[src/rtl/elevator_button_conditioner_if.sv]
// rtl/elevator_button_conditioner_if.sv - button conditioner signal bundle
interface elevator_button_conditioner_if;
  logic [3:0] fb_raw;
  logic [3:0] call_raw;
  logic       en;
  logic [3:0] fb_level;
  logic [3:0] call_level;
  logic [3:0] fb_press;
  logic [3:0] call_press;
  logic [7:0] stuck;

  modport master (
    output fb_raw, call_raw, en,
    input  fb_level, call_level, fb_press, call_press, stuck
  );

  modport slave (
    input  fb_raw, call_raw, en,
    output fb_level, call_level, fb_press, call_press, stuck
  );
endinterface

[src/rtl/elevator_button_conditioner.sv]
// rtl/elevator_button_conditioner.sv - sync, debounce, edge detect and stuck flag for 8 buttons
module elevator_button_conditioner #(
  parameter int DEBOUNCE_CYCLES = 16,
  parameter int CNT_W           = 5,
  parameter int STUCK_CYCLES    = 1000000,
  parameter int STUCK_W         = 20
) (
  input logic                         clk,
  input logic                         rst_n,
  elevator_button_conditioner_if.slave bus
);

  localparam logic [CNT_W-1:0]   CNT_MAX   = CNT_W'(DEBOUNCE_CYCLES - 1);
  localparam logic [STUCK_W-1:0] STUCK_MAX = STUCK_W'(STUCK_CYCLES);

  // Channels 0-3 are floor buttons, 4-7 are hall calls.
  logic [7:0]         w_raw;
  logic [7:0]         r_s1;
  logic [7:0]         r_s2;
  logic [7:0]         r_stable;
  logic [CNT_W-1:0]   r_cnt [8];
  logic [STUCK_W-1:0] r_stuck_cnt [8];
  logic [7:0]         r_press;
  logic [7:0]         r_stuck;
  logic [7:0]         w_qual;
  logic [7:0]         w_rise;
  logic [7:0]         w_fall;

  assign w_raw = {bus.call_raw, bus.fb_raw};

  // A channel qualifies on the edge where the mismatch has lasted the full debounce window.
  always_comb begin
    w_qual = '0;
    for (int i = 0; i < 8; i++) begin
      w_qual[i] = (r_s2[i] != r_stable[i]) && (r_cnt[i] == CNT_MAX);
    end
    w_rise = w_qual & r_s2;
    w_fall = w_qual & ~r_s2;
  end

  // Two-flop synchroniser for the asynchronous button lines.
  always_ff @(posedge clk or negedge rst_n) begin
    if (!rst_n) begin
      r_s1 <= '0;
      r_s2 <= '0;
    end else begin
      r_s1 <= w_raw;
      r_s2 <= r_s1;
    end
  end

  // Debounce: any agreement with the stable level restarts the qualification window.
  always_ff @(posedge clk or negedge rst_n) begin
    if (!rst_n) begin
      r_stable <= '0;
      for (int i = 0; i < 8; i++) r_cnt[i] <= '0;
    end else begin
      for (int i = 0; i < 8; i++) begin
        if (r_s2[i] == r_stable[i]) begin
          r_cnt[i] <= '0;
        end else if (w_qual[i]) begin
          r_stable[i] <= r_s2[i];
          r_cnt[i]    <= '0;
        end else begin
          r_cnt[i] <= r_cnt[i] + CNT_W'(1);
        end
      end
    end
  end

  // Stuck counter saturates while held; cleared on the same edge the level falls.
  always_ff @(posedge clk or negedge rst_n) begin
    if (!rst_n) begin
      r_stuck <= '0;
      for (int i = 0; i < 8; i++) r_stuck_cnt[i] <= '0;
    end else begin
      for (int i = 0; i < 8; i++) begin
        if (w_fall[i]) begin
          r_stuck_cnt[i] <= '0;
          r_stuck[i]     <= 1'b0;
        end else begin
          if (r_stable[i] && (r_stuck_cnt[i] != STUCK_MAX)) begin
            r_stuck_cnt[i] <= r_stuck_cnt[i] + STUCK_W'(1);
          end
          r_stuck[i] <= (r_stuck_cnt[i] == STUCK_MAX);
        end
      end
    end
  end

  // Press pulse coincides with the rising stable edge; a press during en=0 is dropped.
  always_ff @(posedge clk or negedge rst_n) begin
    if (!rst_n) begin
      r_press <= '0;
    end else begin
      r_press <= w_rise & {8{bus.en}};
    end
  end

  assign bus.fb_level   = r_stable[3:0];
  assign bus.call_level = r_stable[7:4];
  assign bus.fb_press   = r_press[3:0];
  assign bus.call_press = r_press[7:4];
  assign bus.stuck      = r_stuck;

endmodule

[src/flat_wrapper.sv]
// flat-port wrapper written by rule: the top's interface ports become plain ports
module elevator_button_conditioner_flat 
#(
  parameter int DEBOUNCE_CYCLES = 16,
  parameter int CNT_W           = 5,
  parameter int STUCK_CYCLES    = 1000000,
  parameter int STUCK_W         = 20
)
  (clk, rst_n, bus_fb_raw, bus_call_raw, bus_en, bus_fb_level, bus_call_level, bus_fb_press, bus_call_press, bus_stuck);
  elevator_button_conditioner_if bus_i ();
  input logic clk;
  input logic rst_n;
  input wire logic [$bits(bus_i.fb_raw)-1:0] bus_fb_raw;
  input wire logic [$bits(bus_i.call_raw)-1:0] bus_call_raw;
  input wire logic [$bits(bus_i.en)-1:0] bus_en;
  output wire logic [$bits(bus_i.fb_level)-1:0] bus_fb_level;
  output wire logic [$bits(bus_i.call_level)-1:0] bus_call_level;
  output wire logic [$bits(bus_i.fb_press)-1:0] bus_fb_press;
  output wire logic [$bits(bus_i.call_press)-1:0] bus_call_press;
  output wire logic [$bits(bus_i.stuck)-1:0] bus_stuck;
  assign bus_i.fb_raw = bus_fb_raw;
  assign bus_i.call_raw = bus_call_raw;
  assign bus_i.en = bus_en;
  assign bus_fb_level = bus_i.fb_level;
  assign bus_call_level = bus_i.call_level;
  assign bus_fb_press = bus_i.fb_press;
  assign bus_call_press = bus_i.call_press;
  assign bus_stuck = bus_i.stuck;
  elevator_button_conditioner #(.DEBOUNCE_CYCLES(DEBOUNCE_CYCLES), .CNT_W(CNT_W), .STUCK_CYCLES(STUCK_CYCLES), .STUCK_W(STUCK_W)) u_core (.clk(clk), .rst_n(rst_n), .bus(bus_i));
endmodule
[config.mk]
export PLATFORM = sky130hd
export DESIGN_NAME = elevator_button_conditioner_flat
export DESIGN_NICKNAME = d
export VERILOG_FILES = /design/src/rtl/elevator_button_conditioner_if.sv /design/src/rtl/elevator_button_conditioner.sv /design/src/flat_wrapper.sv
export SDC_FILE = /design/constraint.sdc
export NUM_CORES = 1
export LEC_CHECK = 0
export CAP_MARGIN = 20
export CORE_MARGIN = 8
export CORE_UTILIZATION = 35
export CTS_BUF_LIST = sky130_fd_sc_hd__clkbuf_2 sky130_fd_sc_hd__clkbuf_4 sky130_fd_sc_hd__clkbuf_8
export DETAILED_ROUTE_END_ITERATION = 10
export SLEW_MARGIN = 20
export SYNTH_ARGS = -nofsm -noshare
export SYNTH_HDL_FRONTEND = slang
export SYNTH_SLANG_ARGS = --single-unit
export TNS_END_PERCENT = 50
[constraint.sdc]
create_clock -name clk -period 4.3 [get_ports clk]
set_input_delay 0.645 -clock clk [delete_from_list [all_inputs] [get_ports clk]]
set_output_delay 0.645 -clock clk [all_outputs]
set_load 0.02 [all_outputs]
==> results of run 1 <==
sequential cells by signal (all words and copies together), names as in the netlist:
register / count
u_core.r_s2: 8
u_core.r_stuck_cnt: 160
u_core.r_cnt: 40
u_core.r_stable: 8
u_core.r_press: 8
u_core.bus.stuck: 8
u_core.r_s1: 8
placed cells by master, fill, tap and decap left out, types with 11 or more instances in the layout:
cell type / count
nor2_1: 174
and3_1: 27
buf_4: 11
o31ai_1: 12
nand3_1: 59
clkbuf_8: 59
nor4_1: 19
clkbuf_4: 12
clkdlybuf4s50_1: 33
or3_1: 19
nand4_1: 57
o21ai_0: 46
nor4b_1: 13
dfrtp_1: 240
nor3_1: 40
xor2_1: 92
inv_1: 38
nand2_1: 83
ha_1: 24
xnor2_1: 50
a21oi_1: 19
final cells by class:
cell class,count,area [sq um],area share [%]
Inverter,38,143,1.08
Tap cell,442,553,4.18
Sequential cell,240,6010,45.4
Clock inverter,9,52.6,0.397
Timing Repair Buffer,46,448,3.38
Clock buffer,71,902,6.81
Multi-Input combinational cell,831,5130,38.8
report_power, final:
| group | switching [mW] | internal, mW |
|---|---|---|
| combinational | 0.0721 | 0.0350 |
| clock | 0.948 | 1.33 |
| sequential | 0.0215 | 2.29 |
cells by family after synthesis:
logic type      after synthesis  share of synthesized area (%)
xor+xnor                    142                           10.9
compound gates              103                           5.53
buf+inv                      72                           2.59
fa+ha+maj                    24                           2.64
simple gates                548                           24.3
flops                       240                           52.7
mux                          14                           1.31
metrics by stage:
| step | area [sq um] | total power, mW | std cells | hold slack [ns] | utilization [%] |
|---|---|---|---|---|---|
| global route | 13200 | 4.92 | 1677 | 0.196 | 41.0 |
| detailed placement | 12300 | 2.46 | 1597 | 0.336 | 38.0 |
| floorplan | 11400 | 2.38 | 1143 | 0.331 | - |
| CTS | 13200 | 4.80 | 1677 | 0.171 | 41.0 |
| global placement | 12300 | 2.46 | 1597 | 0.333 | 38.0 |
| finish | 13200 | 4.69 | 1677 | 0.150 | 41.0 |
routing by layer:
metal / part of all wire, % / wire length, microns / vias up
met5: 0 / 0 / -
met4: 2.1 / 475 / 0
met3: 4.2 / 932 / 42
met2: 45 / 9960 / 110
met1: 49 / 11000 / 4050
li1: - / - / 4120
cells in the mapped netlist, types with 7 or more instances:
cell type and n:
xor2_1 92, ha_1 24, nand3_1 59, mux2_2 7, nor4b_1 13, a21oi_1 19
inv_1 38, dfrtp_1 240, clkbuf_1 30, o21ai_0 46, and3_1 27, or3_1 19
nor4_1 26, nand4_1 57, mux2i_1 7, nand2_1 83, nor3_1 40, o31ai_1 12
xnor2_1 50, and4_1 7, nor2_1 174
worst max-delay path by stage:
stage	to	slack (ns)
6_report	u_core.r_stuck_cnt[68]$_DFFE_PN0P_	1.21
5_1_grt	u_core.r_stuck_cnt[78]$_DFFE_PN0P_	1.02
4_1_cts	u_core.r_stuck_cnt[64]$_DFFE_PN0P_	1.21
3_5_place_dp	u_core.r_stuck_cnt[76]$_DFFE_PN0P_	1.21
3_3_place_gp	u_core.r_stuck_cnt[75]$_DFFE_PN0P_	1.26
2_1_floorplan	u_core.r_stuck_cnt[75]$_DFFE_PN0P_	2.04
critical path, stage by stage (launching register included):
cell and delay [ns]:
dfrtp_1 0.43, or4_1 0.53, or4_4 0.52, o31ai_4 0.58
or2_1 0.72, o41ai_1 0.16
==> results.ini, run 1 <==
[setup_path]
cp-end-kind=flip-flop
required_ns=4.68
worst_setup_path_start_kind=flip-flop
rr_worst_depth=5
worstReg2RegStart=u_core.r_stuck_cnt[72]$_DFFE_PN0P_
r2r_slack_ns=1.21
reg2reg_to=u_core.r_stuck_cnt[68]$_DFFE_PN0P_
crit_start=u_core.r_stuck_cnt[72]$_DFFE_PN0P_
crit_fanout=19
arrival_ns=3.48
path_class=reg -> reg

[floorplan]
start_util_pct=35.3
die_h_microns=196
die-area_sq_mm=0.0386
core_area_sq_mm=0.0323
die_x_microns=196
rows=66
io_pins=35

[clocking]
clockBufferDepth=3
cts_sinks=240
cts_root_buf=clkbuf_8
path_clk_slew_ns=0.06
postCtsSetupRepairBufs=0
clk-insertion-delay-late_ns=0.53
cts_hold_buffers=0
cts_tree=built
h-tree-depth=2
ctsResizeCount=0
cts-buffers-inserted=44

[global_routing]
antenna_found_initial=0
gr-usage-met1_pct=15.4
grt_max_degree=102
grt_use_met3_pct=2.68
grt_remaining_overflow=0
grt.busiest_layer=met2
grt.total_usage_pct=11.5
grt_pass1_wl_microns=38600
grt_pass1_vias=8108
met2_usage_pct=18.2

[logic_synthesis]
ys.warnings.count=0
yosysSeqAreaShare_pct=52.7
synthFlopType=dfrtp_1
synth_edf_count=0
synthesis.area_sq_mm=0.0114
synthCells=1143
ys_types=47
synth.avg_cell_area_sq_um=9.97
synth-async-reset-ratio_pct=100
synth.top_cell.area_share_pct=52.7
yosys-top-cells-area=dfrtp_1 53%, xor2_1 7.1%, nor2_1 5.7%, xnor2_1 3.8%, nand4_1 3.1%
ys_seq_elements=240
synth_nets=1178
synth_top_area_cell=dfrtp_1

[final_layout]
area_delta_synth_final_pct=16.2
diodes=0
nets=1236
drive_gt1_share_pct=9.55
nFillCells=3164

[timing]
max_freq_mhz=323
fin_skew_ns=0.0139
fin_crit_ns=3.09
slew_viol_final=0
finalHoldViolations=0
slew_headroom_pct=28.3
period_share_pct=72.0
fin_ws_ns=1.21
setup_viol_count_final=0
worstMarginPinSlew_ns=1.07
tns_ns=0
rsz0062_at_grt=no

[placement]
pre_cts_slack_ns=1.21
port_buffers=34
dp_hpwl_microns=14400
gp_congestion=0.777

[route]
vias_per_cell=4.96
firstDrtPassIters=4
ant_nets=0
initialDrtViolationCount=516
drt-total-wl_microns=22400
post_drt_wl_per_cell_microns=13.3
drc_errors=0
vias=8322

[power_and_ir_drop]
leakagePower_nw=5.80
powerDensity_mw_per_mm2=355
irDropWorstVdd_v=0.000187

[flow_run]
max_cap_viol_count=0

[run_status]
status=completed

[worst_hold_path]
hp-class=in -> async

Power figures use the tool's default switching activity.
==> inputs of run 2 (changes only) <==
- clock period: 4.3 -> 2.9 ns (I/O delays scaled with it)
==> run 2 against run 1 <==
Cell count grew 0.36%. Total power is 48% higher. Critical path depth is 1 higher. Clock-buffer cell count up 4. Sequential share of layout area fell by 0.11 points. Via count rose by 0.37%. Wire length down 0.19%. Sequential power rose by 48%. Combinational power grew 50%. Fmax is 25% higher. Global-route usage rose by 0.40 points. Highest routed layer unchanged.
==> results.ini, run 2 (synthesis results as in run 1) <==
[run_status]
status=completed  ; unchanged

[power_and_ir_drop]
irDropWorstVdd_v=0.000310  ; was 0.000187 V
pwr-share-seq_pct=49.3  ; was 49.2%
powerDensity_mw_per_mm2=523  ; was 355 mW/mm^2
power_switching_mw=1.53  ; was 1.04 mW
leakagePower_nw=5.83  ; was 5.80 nW
power_switching_share_pct=22.0  ; was 22.2%
power_frac_comb_pct=2.3  ; about the same
clock_power_share_pct=48.3  ; was 48.5%
internal_power_mw=5.41  ; was 3.65 mW

[final_layout]
multi_input_area_sq_mm=0.00513  ; unchanged
mostFrequentLayoutCells=240 x dfrtp_1, 174 x nor2_1, 92 x xor2_1  ; unchanged
nets=1241  ; was 1236
nFillCells=3156  ; was 3164
largest_register_ffs=160  ; unchanged
regMostFlops=u_core.r_stuck_cnt  ; unchanged
register_area_sq_mm=0.00601  ; unchanged
reg.largest.list=u_core.r_stuck_cnt (160), u_core.r_cnt (40)  ; unchanged
drive_gt1_share_pct=9.84  ; was 9.55%
finish.utilization_pct=41.1  ; was 41.0%
area_delta_synth_final_pct=16.5  ; was 16.2%
final_common_cell=dfrtp_1  ; unchanged

[timing]
period_share_pct=85.4  ; was 72.0%
fin_crit_ns=2.48  ; was 3.09 ns
fin_skew_ns=0.0183  ; was 0.0139 ns
max_freq_mhz=404  ; was 323 MHz
finalHoldViolations=0  ; unchanged
slew_headroom_pct=42.7  ; was 28.3%
setup_viol_count_final=0  ; unchanged
slew_viol_final=0  ; unchanged
tns_ns=0  ; unchanged
worstMarginPinSlew_ns=0.849  ; was 1.07 ns
rsz0062_at_grt=no  ; unchanged

[placement]
port_buffers=34  ; unchanged
gp_congestion=0.768  ; was 0.777
dp_hpwl_microns=14300  ; was 14400 microns

[setup_path]
critPathSlowestCell=or4_1  ; was or2_1
worst_setup_path_start_kind=flip-flop  ; unchanged
arrival_ns=2.89  ; was 3.48 ns
cpPeakStageDelay_ns=0.53  ; was 0.72 ns
path_class=reg -> reg  ; unchanged
cp-end-kind=flip-flop  ; unchanged
required_ns=3.31  ; was 4.68 ns
cp_cell_sequence=or4_1, or4_4, o31ai_4, or2_1, buf_4, o31ai_1  ; was or4_1, or4_4, o31ai_4, or2_1, o41ai_1
crit_fanout=13  ; was 19

[clocking]
cts-buffers-inserted=45  ; was 44
cts_root_buf=clkbuf_8  ; unchanged
postCtsSetupRepairBufs=0  ; unchanged
path_clk_slew_ns=0.06  ; about the same
h-tree-depth=2  ; unchanged
ctsResizeCount=0  ; unchanged
cts_tree=built  ; unchanged
clk-insertion-delay-late_ns=0.54  ; was 0.53 ns
cts_sinks=240  ; unchanged
clockBufferDepth=3  ; unchanged

[floorplan]
rows=66  ; unchanged
core_area_sq_mm=0.0323  ; unchanged
die-area_sq_mm=0.0386  ; unchanged
die_h_microns=196  ; unchanged
io_pins=35  ; unchanged
die_x_microns=196  ; unchanged
start_util_pct=35.3  ; unchanged

[global_routing]
grt.total_usage_pct=11.9  ; was 11.5%
grt_pass1_vias=8353  ; was 8108
grt_max_degree=84  ; was 102
grt_pass1_wl_microns=39600  ; was 38600 microns
grt_remaining_overflow=0  ; unchanged
antenna_found_initial=0  ; unchanged

[route]
initialDrtViolationCount=528  ; was 516
drc_errors=0  ; unchanged
drt-total-wl_microns=22300  ; was 22400 microns
ant_nets=0  ; unchanged
vias=8353  ; was 8322
firstDrtPassIters=5  ; was 4
post_drt_wl_per_cell_microns=13.3  ; about the same
vias_per_cell=4.96  ; about the same

[worst_hold_path]
hp-class=in -> reg  ; was in -> async

[flow_run]
max_cap_viol_count=0  ; unchanged

run 2: cell count changes in the layout (fill, tap and decap cells not counted):
cell           before  now
clkbuf_4           12   20
clkbuf_8           59   55
buf_4              11   13
clkinvlp_4          3    1
buf_12              1    2
clkinv_2            6    5
diode_2             0    1
dlygate4sd3_1       0    1
run 2: final cells by class:
cell class              count  share of cell area (%)
flip-flops and latches    240                    45.3
inverters                  38                    1.07
clock buffers              75                    6.84
repair buffers             50                    3.71
clock inverters             6                   0.245
diodes                      1                  0.0189
multi-input cells         831                    38.7
well taps                 442                    4.17
run 2: stage by stage:
stage / setup slack, ns / hold WS (ns) / area, sq um / total power [mW] / instances
final: 0.423 / 0.334 / 13300 / 6.94 / 1683
after CTS: 0.417 / 0.282 / 13300 / 7.09 / 1682
after detailed placement: 0.420 / 0.337 / 12300 / 3.65 / 1600
after global routing: 0.300 / 0.296 / 13300 / 7.27 / 1682
after global placement: 0.468 / 0.332 / 12300 / 3.64 / 1600
after floorplan: 0.635 / 0.139 / 11400 / 3.53 / 1143
run 2: worst paths after layout:
check	startpoint	end	slack, ns	cells past startpoint
worst min-delay path	bus_fb_raw[2]	u_core.r_s1[2]$_DFF_PN0_	0.33	1
min in group asynchronous	rst_n	u_core.bus.stuck[1]$_DFF_PN0_	0.42	2
worst min register to register	u_core.r_s1[0]$_DFF_PN0_	u_core.r_s2[0]$_DFF_PN0_	0.35	0
max in group asynchronous	rst_n	u_core.r_stuck_cnt[144]$_DFFE_PN0P_	1.64	3
worst max register to register	u_core.r_stuck_cnt[72]$_DFFE_PN0P_	u_core.r_stuck_cnt[73]$_DFFE_PN0P_	0.42	6
worst max-delay path	u_core.r_stuck_cnt[72]$_DFFE_PN0P_	u_core.r_stuck_cnt[73]$_DFFE_PN0P_	0.42	6
run 2: timing repair:
item,in CTS,in global routing
hold buffers,1,0
endpoints found under the hold margin,58,0
endpoints found under the setup margin,0,0
run 2: per-layer routing:
metal  GRT usage (%)  share of wire, %  vias to the layer above
met5               0                 0                        -
met4            3.93               2.0                        0
met3            2.71               4.2                       42
met2            19.1                45                      104
met1            15.7                49                     4084
li1                -                 -                     4123
run 2: critical path, delay by kind of cell, from the launching register on:
kind            cells  cell delay [ns]
simple gates        3             1.35
buf+inv             1             0.28
compound gates      2             0.29
flops               1             0.42
run 2: power by group through the flow:
stage / registers, mW / clock network (mW) / logic, mW
finish: 3.42 / 3.35 / 0.161
global route: 3.43 / 3.65 / 0.192
CTS: 3.42 / 3.49 / 0.171
detailed placement: 3.48 / 0 / 0.168
global placement: 3.48 / 0 / 0.165
floorplan: 3.47 / 0 / 0.0603
